**src/rtl/gate_sweep_pkg.sv**
```systemverilog
// rtl/gate_sweep_pkg.sv - shared op encodings and FSM state type for gate_sweep
package gate_sweep_pkg;

   localparam logic [2:0] OP_AND  = 3'd0;
   localparam logic [2:0] OP_OR   = 3'd1;
   localparam logic [2:0] OP_XOR  = 3'd2;
   localparam logic [2:0] OP_NAND = 3'd3;
   localparam logic [2:0] OP_NOR  = 3'd4;
   localparam logic [2:0] OP_XNOR = 3'd5;
   localparam logic [2:0] OP_NOT  = 3'd6;
   localparam logic [2:0] OP_BUF  = 3'd7;

   typedef enum logic [1:0] {
      ST_IDLE  = 2'd0,
      ST_SWEEP = 2'd1,
      ST_DONE  = 2'd2
   } state_t;

endpackage

```
**src/rtl/gate_sweep_reduce.sv**
```systemverilog
// rtl/gate_sweep_reduce.sv - combinational N-input reduction gate selected by op
module gate_reduce
   import gate_sweep_pkg::*;
#(
   parameter int N = 2
) (
   input  logic [N-1:0] vec,
   input  logic [2:0]   op,
   output logic         res
);

   always_comb begin
      res = 1'b0;
      case (op)
         OP_AND:  res = &vec;
         OP_OR:   res = |vec;
         OP_XOR:  res = ^vec;
         OP_NAND: res = ~&vec;
         OP_NOR:  res = ~|vec;
         OP_XNOR: res = ~^vec;
         // single-input gates look only at the least significant input
         OP_NOT:  res = ~vec[0];
         OP_BUF:  res = vec[0];
         default: res = 1'b0;
      endcase
   end

endmodule

```
**src/rtl/gate_sweep.sv**
```systemverilog
// rtl/gate_sweep.sv - self-sequencing sweep of a reduction gate over all 2^N inputs
module gate_sweep
   import gate_sweep_pkg::*;
#(
   parameter int N = 2
) (
   input  logic                clk,
   input  logic                rst_n,
   input  logic                start,
   input  logic [2:0]          op,
   input  logic                step_en,
   output logic                busy_o,
   output logic                valid_o,
   output logic [N-1:0]        vec_o,
   output logic                res_o,
   output logic [(1<<N)-1:0]   tt_o,
   output logic                done_o
);

   state_t       state_q;
   state_t       state_d;
   logic [N-1:0] cnt_q;
   logic [2:0]   op_q;
   logic         gate_res;

   gate_reduce #(.N(N)) u_reduce (
      .vec (cnt_q),
      .op  (op_q),
      .res (gate_res)
   );

   assign busy_o = (state_q != ST_IDLE);

   always_comb begin
      state_d = state_q;
      case (state_q)
         ST_IDLE:  if (start) state_d = ST_SWEEP;
         ST_SWEEP: if (step_en && (cnt_q == '1)) state_d = ST_DONE;
         ST_DONE:  state_d = ST_IDLE;
         default:  state_d = ST_IDLE;
      endcase
   end

   always_ff @(posedge clk or negedge rst_n) begin
      if (!rst_n) begin
         state_q <= ST_IDLE;
         cnt_q   <= '0;
         op_q    <= '0;
         valid_o <= 1'b0;
         vec_o   <= '0;
         res_o   <= 1'b0;
         tt_o    <= '0;
         done_o  <= 1'b0;
      end else begin
         state_q <= state_d;
         valid_o <= 1'b0;
         done_o  <= 1'b0;
         case (state_q)
            ST_IDLE: begin
               if (start) begin
                  op_q  <= op;
                  cnt_q <= '0;
                  tt_o  <= '0;
               end
            end
            ST_SWEEP: begin
               // a low step_en freezes the sweep and leaves a gap in valid_o
               if (step_en) begin
                  vec_o       <= cnt_q;
                  res_o       <= gate_res;
                  tt_o[cnt_q] <= gate_res;
                  valid_o     <= 1'b1;
                  cnt_q       <= cnt_q + N'(1);
               end
            end
            ST_DONE: done_o <= 1'b1;
            default: ;
         endcase
      end
   end

endmodule

```
**config.mk**
```make
export PLATFORM = sky130hd
export DESIGN_NAME = gate_sweep
export DESIGN_NICKNAME = d
export VERILOG_FILES = /design/src/rtl/gate_sweep_pkg.sv /design/src/rtl/gate_sweep_reduce.sv /design/src/rtl/gate_sweep.sv
export SDC_FILE = /design/constraint.sdc
export NUM_CORES = 1
export LEC_CHECK = 0
export BUFFER_PORTS_ARGS = -buffer_cell sky130_fd_sc_hd__buf_2
export CAP_MARGIN = 0
export CORE_MARGIN = 2
export CORE_UTILIZATION = 55
export CTS_BUF_LIST = sky130_fd_sc_hd__clkbuf_4 sky130_fd_sc_hd__clkbuf_8
export DETAILED_ROUTE_END_ITERATION = 8
export PLACE_DENSITY = 0.84
export SYNTH_ARGS = -nofsm -noshare
export SYNTH_HDL_FRONTEND = slang
export SYNTH_SLANG_ARGS = --single-unit
```
**constraint.sdc**
```tcl
create_clock -name clk -period 1.86 [get_ports clk]
set_clock_uncertainty 0.05 [all_clocks]
set_input_delay 0.372 -clock clk [delete_from_list [all_inputs] [get_ports clk]]
set_output_delay 0.372 -clock clk [all_outputs]
set_load 0.05 [all_outputs]
```
==> impl_results.md, run 1 <==
- Remaining number of nets flagged by the antenna check after routing: 0
- Total of warnings raised by yosys: 0
- Die X-Extent: ~43 um
- Setup violators final: 0
- Number of vias in the routed layout: 653
- Placement Rows: 14
- Tightest Pin Transition: 0.3720 ns
- Buf+Inv Stages, Crit Path: 1
- Num Clock Sinks: 16
- Count of different cell masters after synthesis: 31
- Crit Path Class: flip-flop to flip-flop
- Post-route setup TNS: 0 ns
- Syn nets: 88
- Number of failing hold endpoints at the final stage: 0
- Overall die area: 1865 sq um
- Maximum vdd drop: 1031 uV
- Clock transition time at the flip-flop clock pins of the worst setup and hold paths: 0.09 ns
- Core footprint: 1471 sq um
- Cell types occupying the most area after synthesis: sky130_fd_sc_hd__dfrtp_1 47%, sky130_fd_sc_hd__ha_1 5.9%, sky130_fd_sc_hd__mux2_4 3.6%, sky130_fd_sc_hd__a21oi_1 3.0%, sky130_fd_sc_hd__buf_6 2.7%
- Power per Cell Area: approximately 2000 nW/um^2
- Global-route wire length before repair: just under 3000 um
- Total wire length: around 1600 um
- Maximum number of pins on one net before global-route repair: 17
- Height of the chip: 43.19 um
- HPWL after detailed placement: 1237 um
- Cell with the largest stage delay on the worst path: sky130_fd_sc_hd__dfrtp_2
- Number of flops mapped to enable cells by yosys: 0
- Vias in the first global route: 620
- Top cell type's share of synthesized area: 47.41%
- Final Cycle Share: 91.44%
- Signed area change from the synthesized netlist to the final layout: 16.74%
- Routed length per instance: ~14 um
- Syn Std Cell Area: between 800 and 900 sq um
- Synth async-reset ratio: 100.0%
- Flop and latch count out of synthesis: 16
- Max Cap Viol: 0
- Starting DRC count in detailed routing: 12
- Starting density of the core: between 50% and 60%
- Post-synthesis cell count: 77
- Crit path time final: between 1.5 and 2 ns
- Clock buffers created by TritonCTS: 3
- Leading cell types by count after synthesis: 16 x sky130_fd_sc_hd__dfrtp_1, 5 x sky130_fd_sc_hd__a21oi_1
- DP Worst Slack: 0.004217 ns
- Data required, critical path: 1.97 ns
- Ratio of routed vias to standard cells: 5.728
- Antenna violations before repair: 0
- CP Capture Type: flip-flop
- Antenna diode instance count: 0
- I/O Pins: 17
- Most instantiated flip-flop cell in the synthesis netlist: sky130_fd_sc_hd__dfrtp_1
- Syn_area_per_cell: 10.97 sq um
- Post-route worst setup slack: roughly 0.16 ns
- Slowest stage delay, CP: 0.45 ns
- Number of nets in the finished design: 111
- Proportion of layout cells with a drive suffix above 1: 33.67%
- Maximum level of the CTS H-tree: 1
- Unrepaired setup endpoints after global routing: no
- DRC violations left: 0
- Global placer's final weighted congestion: 0.8903
- Cell with the most instances after synthesis: sky130_fd_sc_hd__dfrtp_1
- Type of the tightest min-delay check: input port to flip-flop
- Fraction of the yosys area taken by sequential cells: 47.41%
- Max Slew Vio Count: 0
- Status: finished, final reports clean
- Clock tree from TritonCTS: yes
- Family with the most delay on the worst path: compound AO/OA/AOI/OAI gates
- Post-CTS setup buffer count: 0
- Worst endpoint data arrival time: 1.81 ns
- Worst setup SP type: flip-flop
- Reported leakage power: 0.4741 nW
- Cell type contributing the most total cell area after synthesis: sky130_fd_sc_hd__dfrtp_1
- Total global-route track usage: between 20% and 30%
- Remaining max-slew budget at the tightest pin: 75.15%
- Cell-by-cell trace of the critical path: inv_1, ha_1, nor3b_1, a211oi_2, o21ai_2, a41oi_1
- Count of input and output buffers: 16
- Achievable frequency: roughly 0.59 GHz
- Remaining Overflow, GRT: 0
- Maximum fanout count along the critical path: 5
- Source-to-sink clock delay at the later pin of the worst-skew pair: 0.29 ns
- Detailed-router iteration count before antenna repair: 6
- Clock tree buffer depth: 2
- Root Buffer Master: sky130_fd_sc_hd__clkbuf_4
==> path summary, 6_finish.rpt <==
| path | startpoint | endpoint | slack, ns | cells after the start |
|---|---|---|---|---|
| max | cnt_q[1] | tt_o[2] | 0.16 | 6 |
| min | op[2] | op_q[2] | 0.24 | 3 |
| max reg2reg | cnt_q[1] | tt_o[2] | 0.16 | 6 |
| min reg2reg | vec_o[0] | vec_o[0] | 0.46 | 1 |
| max in group asynchronous | rst_n | cnt_q[1] | 1.04 | 2 |
| min in group asynchronous | rst_n | vec_o[1] | 0.45 | 2 |
==> area by class of cell <==
class,instances,area [sq um]
fillers,121,485.5
multi-input cells,54,406.6
flip-flops and latches,16,401.6
repair buffers,21,120.1
clock buffers,3,22.52
well taps,16,20.02
inverters,4,15.01
==> sequential cells by signal, indices dropped and copies added (netlist names) <==
name,cells
cnt_q,2
op_q,3
tt_o,4
res_o,1
valid_o,1
done_o,1
vec_o,2
state_q,2
==> layout by cell type, fill, tap and decap left out, types with 2 or more instances in the layout <==
master                      n
sky130_fd_sc_hd__a22o_1     2
sky130_fd_sc_hd__ha_1       4
sky130_fd_sc_hd__o21ai_0    4
sky130_fd_sc_hd__clkbuf_4   3
sky130_fd_sc_hd__dfrtp_1   15
sky130_fd_sc_hd__nor2b_1    2
sky130_fd_sc_hd__nor2_1     4
sky130_fd_sc_hd__a21oi_1    5
sky130_fd_sc_hd__buf_4      4
sky130_fd_sc_hd__a211oi_1   2
sky130_fd_sc_hd__mux2_2     2
sky130_fd_sc_hd__inv_1      4
sky130_fd_sc_hd__nand2_1    4
sky130_fd_sc_hd__a31oi_1    2
sky130_fd_sc_hd__a22oi_1    2
sky130_fd_sc_hd__mux2_4     2
sky130_fd_sc_hd__nor3b_1    2
sky130_fd_sc_hd__a21o_1     2
sky130_fd_sc_hd__a41oi_1    2
sky130_fd_sc_hd__buf_2     16
sky130_fd_sc_hd__nand3_1    2
==> timing repair <==
action / in CTS / in global routing
endpoints found under the hold margin: 16 / 0
resized for setup: 1 / 1
pin swaps: 0 / 0
setup endpoints to repair: 1 / 2
hold buffers: 1 / 0
==> tightest hold or removal path: stages <==
cell                      delay, ns
sky130_fd_sc_hd__buf_2         0.07
sky130_fd_sc_hd__nand2_1       0.03
sky130_fd_sc_hd__o21ai_0       0.06
==> metrics by stage <==
step / hold slack (ns) / total power (W) / instances / area [sq um] / util, %
floorplan: 0.02641 / 0.001490 / 77 / 844.6 / -
global placement: 0.2487 / 0.001709 / 110 / 948.4 / 64.46
detailed placement: 0.2512 / 0.001746 / 110 / 948.4 / 64.46
CTS: 0.2398 / 0.001947 / 114 / 984.7 / 66.92
global route: 0.2655 / 0.002084 / 114 / 985.9 / 67.01
finish: 0.2414 / 0.001942 / 114 / 985.9 / 67.01
==> layer usage <==
| layer | track usage [%] | part of all wire (%) | vias to the layer above |
|---|---|---|---|
| met2 | 34.33 | 48 | 21 |
| met1 | 27.90 | 45 | 305 |
| met3 | 2.553 | 5.2 | 2 |
| li1 | - | - | 325 |
| met5 | 0 | 0 | - |
| met4 | 9.697 | 1.5 | 0 |
==> cells by family (layout without fill, tap and decap cells) <==
family                     Yosys count  count (layout)  synth area share, %
xor gates and xnor gates             1               1                1.037
and+or+nand+nor                     18              18                11.26
AOI/OAI and AO/OA                   26              26                22.07
muxes                                5               5                7.407
DFF                                 16              16                47.41
buffers and inverters                7              28                4.888
adders and majority gates            4               4                5.926
==> report_power, final <==
group / total (W) / internal, W / leakage [nW] / switching (W)
logic: 0.00115 / 0.000416 / 0.269 / 0.000730
registers: 0.000612 / 0.000496 / 0.191 / 0.000116
clock network: 0.000184 / 0.0000754 / 0.0138 / 0.000109
total: 0.00194 / 0.000987 / 0.474 / 0.000955
Power figures use the tool's default switching activity.
==> run 2, diff against run 1 <==
CORE_MARGIN = 4   (was 2)
REMOVE_ABC_BUFFERS = 1   (was not set)
==> run 2 against run 1 <==
Combinational power hardly changed. Hold slack lost 0.00088 ns. Cell count decreased by 0.88%. Die area is 19% higher. Sequential share of layout area is 0.48 points lower. Register-to-register slack got worse by 0.08 ns. Highest routed layer unchanged.
==> impl_results.md, run 2 (synthesis gave the netlist of run 1 again) <==
- Height of the chip: 47.19 um (was 43.19 um)
- Maximum vdd drop: 1097 uV (was 1031 uV)
- Largest register FFs: 4 (unchanged)
- Antenna diode instance count: 0 (unchanged)
- Family with the most delay on the worst path: compound AO/OA/AOI/OAI gates (unchanged)
- Max Cap Viol: 0 (unchanged)
- Type of the tightest min-delay check: input port to flip-flop (unchanged)
- Start of the worst register-to-register path: cnt_q[0] (was cnt_q[1])
- Detailed-router iteration count before antenna repair: 8 (was 6)
- Worst R2R Path Depth: 6 (unchanged)
- Routed length per instance: 15.67 um (was 14.38 um)
- Signed area change from the synthesized netlist to the final layout: 17.78% (was 16.74%)
- Maximum number of pins on one net before global-route repair: 17 (unchanged)
- CP Capture Type: flip-flop (unchanged)
- Achievable frequency: 0.5630 GHz (was 0.5880 GHz)
- Clock tree buffer depth: 2 (unchanged)
- Clock transition time at the flip-flop clock pins of the worst setup and hold paths: 0.10 ns (was 0.09 ns)
- Count of input and output buffers: 16 (unchanged)
- Overall die area: 2226 sq um (was 1865 sq um)
- Num Clock Sinks: 16 (unchanged)
- Data required, critical path: 2.00 ns (was 1.97 ns)
- Registers with the most flip-flops: tt_o (4), op_q (3) (unchanged)
- I/O Pins: 17 (unchanged)
- Worst setup SP type: flip-flop (unchanged)
- Core footprint: 1366 sq um (was 1471 sq um)
- Number of vias in the routed layout: 677 (was 653)
- Clock buffers created by TritonCTS: 3 (unchanged)
- Cell-by-cell trace of the critical path: buf_4, ha_1, nor2_1, a211oi_2, a21oi_1, a211oi_1 (was inv_1, ha_1, nor3b_1, a211oi_2, o21ai_2, a41oi_1)
- Setup violators final: 0 (unchanged)
- Endpoint, Worst Hold: op_q[2] (unchanged)
- Placement Rows: 13 (was 14)
- Clock tree from TritonCTS: yes (unchanged)
- Vias in the first global route: 655 (was 620)
- Post-layout total power: 0.002010 W (was 0.001942 W)
- Crit path time final: 1.776 ns (was 1.701 ns)
- Highest-count cells in the layout ignoring fill and taps: 16 x sky130_fd_sc_hd__dfrtp_1, 16 x sky130_fd_sc_hd__buf_2, 5 x sky130_fd_sc_hd__a21oi_1 (was 16 x sky130_fd_sc_hd__buf_2, 15 x sky130_fd_sc_hd__dfrtp_1, 5 x sky130_fd_sc_hd__a21oi_1)
- Worst reg2reg endpoint: tt_o[0] (was tt_o[2])
- Tightest Pin Transition: 0.3602 ns (was 0.3720 ns)
- Total global-route track usage: 17.80% (was 21.12%)
- Remaining max-slew budget at the tightest pin: 75.94% (was 75.15%)
- Largest Register: tt_o (unchanged)
- Fill cell total of the finished layout: 117 (was 121)
- Register-to-register setup slack: 0.08 ns (was 0.16 ns)
- Cell with the largest stage delay on the worst path: sky130_fd_sc_hd__dfrtp_1 (was sky130_fd_sc_hd__dfrtp_2)
- Reported leakage power: 0.4791 nW (was 0.4741 nW)
- Buf+Inv Stages, Crit Path: 1 (unchanged)
- Post-route setup TNS: 0 ns (unchanged)
- DP Worst Slack: 0.03281 ns (was 0.004217 ns)
- Final Cycle Share: 95.49% (was 91.44%)
- Instance count along the most critical hold path: 3 (unchanged)
- DRC violations left: 0 (unchanged)
- Origin of the worst min-delay path: op[2] (unchanged)
- Starting DRC count in detailed routing: 20 (was 12)
- Source-to-sink clock delay at the later pin of the worst-skew pair: 0.28 ns (was 0.29 ns)
- Proportion of layout cells with a drive suffix above 1: 33.67% (unchanged)
- Global placer's final weighted congestion: 0.8339 (was 0.8903)
- HPWL after detailed placement: 1293 um (was 1237 um)
- Slowest stage delay, CP: 0.35 ns (was 0.45 ns)
- Power per Cell Area: 2021 nW/um^2 (was 1970 nW/um^2)
- Crit Path Class: flip-flop to flip-flop (unchanged)
- Root Buffer Master: sky130_fd_sc_hd__clkbuf_4 (unchanged)
- Maximum level of the CTS H-tree: 1 (unchanged)
- Unrepaired setup endpoints after global routing: yes (was no)
- Remaining number of nets flagged by the antenna check after routing: 0 (unchanged)
- Number of failing hold endpoints at the final stage: 0 (unchanged)
- Number of nets in the finished design: 110 (was 111)
- Die X-Extent: 47.19 um (was 43.19 um)
- Total wire length: 1771 um (was 1639 um)
- Post-route worst setup slack: 0.08380 ns (was 0.1593 ns)
- Maximum fanout count along the critical path: 8 (was 5)
- Worst endpoint data arrival time: 1.91 ns (was 1.81 ns)
- Starting density of the core: 61.81% (was 57.40%)
- Antenna violations before repair: 0 (unchanged)
- Status: finished, final reports clean (unchanged)
- Remaining Overflow, GRT: 0 (unchanged)
- Ratio of routed vias to standard cells: 5.991 (was 5.728)
- Max Slew Vio Count: 0 (unchanged)
- Global-route wire length before repair: 2766 um (was 2891 um)
==> run 2: changes by cell type in the layout (fill, tap and decap cells not counted) <==
cell                       change
sky130_fd_sc_hd__nor3b_1       -1
sky130_fd_sc_hd__buf_4         -1
sky130_fd_sc_hd__dfrtp_2       -1
sky130_fd_sc_hd__dfrtp_1       +1
sky130_fd_sc_hd__clkbuf_8      +1
sky130_fd_sc_hd__nor3b_2       +1
==> run 2: worst register-to-register path, delay by kind of cell, from the launching register on <==
kind,cells,cell delay (ns)
compound gates,3,0.70
buf+inv,1,0.14
flops,1,0.35
fa+ha+maj,1,0.33
simple gates,1,0.11
==> run 2: worst max-delay path by stage <==
| stage | startpoint | to | slack (ns) | cells past startpoint |
|---|---|---|---|---|
| 5_1_grt | cnt_q[0] | tt_o[0] | -0.03 | 6 |
| 3_5_place_dp | cnt_q[1] | tt_o[1] | 0.03 | 6 |
| 4_1_cts | cnt_q[1] | tt_o[1] | 0.01 | 6 |
| 6_report | cnt_q[0] | tt_o[0] | 0.08 | 6 |
| 2_1_floorplan | state_q[0] | op_q[0] | 0.17 | 3 |
| 3_3_place_gp | cnt_q[1] | tt_o[1] | 0.14 | 6 |
==> run 2: power breakdown <==
part	switching [W]	leakage, nW	internal [W]	total (W)
clock	0.000112	0.0210	0.000119	0.000231
combinational	0.000749	0.266	0.000413	0.00116
sequential	0.000124	0.192	0.000494	0.000618
==> run 2: area by class of cell <==
type	instances	area, sq um	area share (%)
clock buffers	4	36.28	3.648
inverters	4	15.01	1.509
multi-input cells	54	411.6	41.38
flip-flops and latches	16	400.4	40.25
well taps	15	18.77	1.887
repair buffers	20	112.6	11.32
==> run 2: metrics by stage <==
| step | cells | cell area (sq um) | hold WS [ns] | util [%] |
|---|---|---|---|---|
| 2_1_floorplan | 74 | 818.3 | 0.02641 | - |
| 3_3_place_gp | 108 | 939.7 | 0.2470 | 68.77 |
| 3_5_place_dp | 108 | 939.7 | 0.2480 | 68.77 |
| 4_1_cts | 113 | 985.9 | 0.2398 | 72.16 |
| 5_1_grt | 113 | 994.7 | 0.2629 | 72.80 |
| 6_report | 113 | 994.7 | 0.2405 | 72.80 |
==> run 2: layer usage <==
layer | track usage (%) | routed length [um] | up-vias
li1 | - | - | 320
met1 | 21.23 | 748 | 320
met2 | 30.89 | 866 | 31
met3 | 3.448 | 127 | 6
met4 | 7.735 | 27 | 0
met5 | 0 | 0 | -
==> run 2: timing repair <==
action                                 4_1_cts  5_1_grt
endpoints found under the hold margin       16        0
resized for setup                            0        2
buffers inserted                             0        0
hold buffers                                 1        0
setup endpoints to repair                    0        4
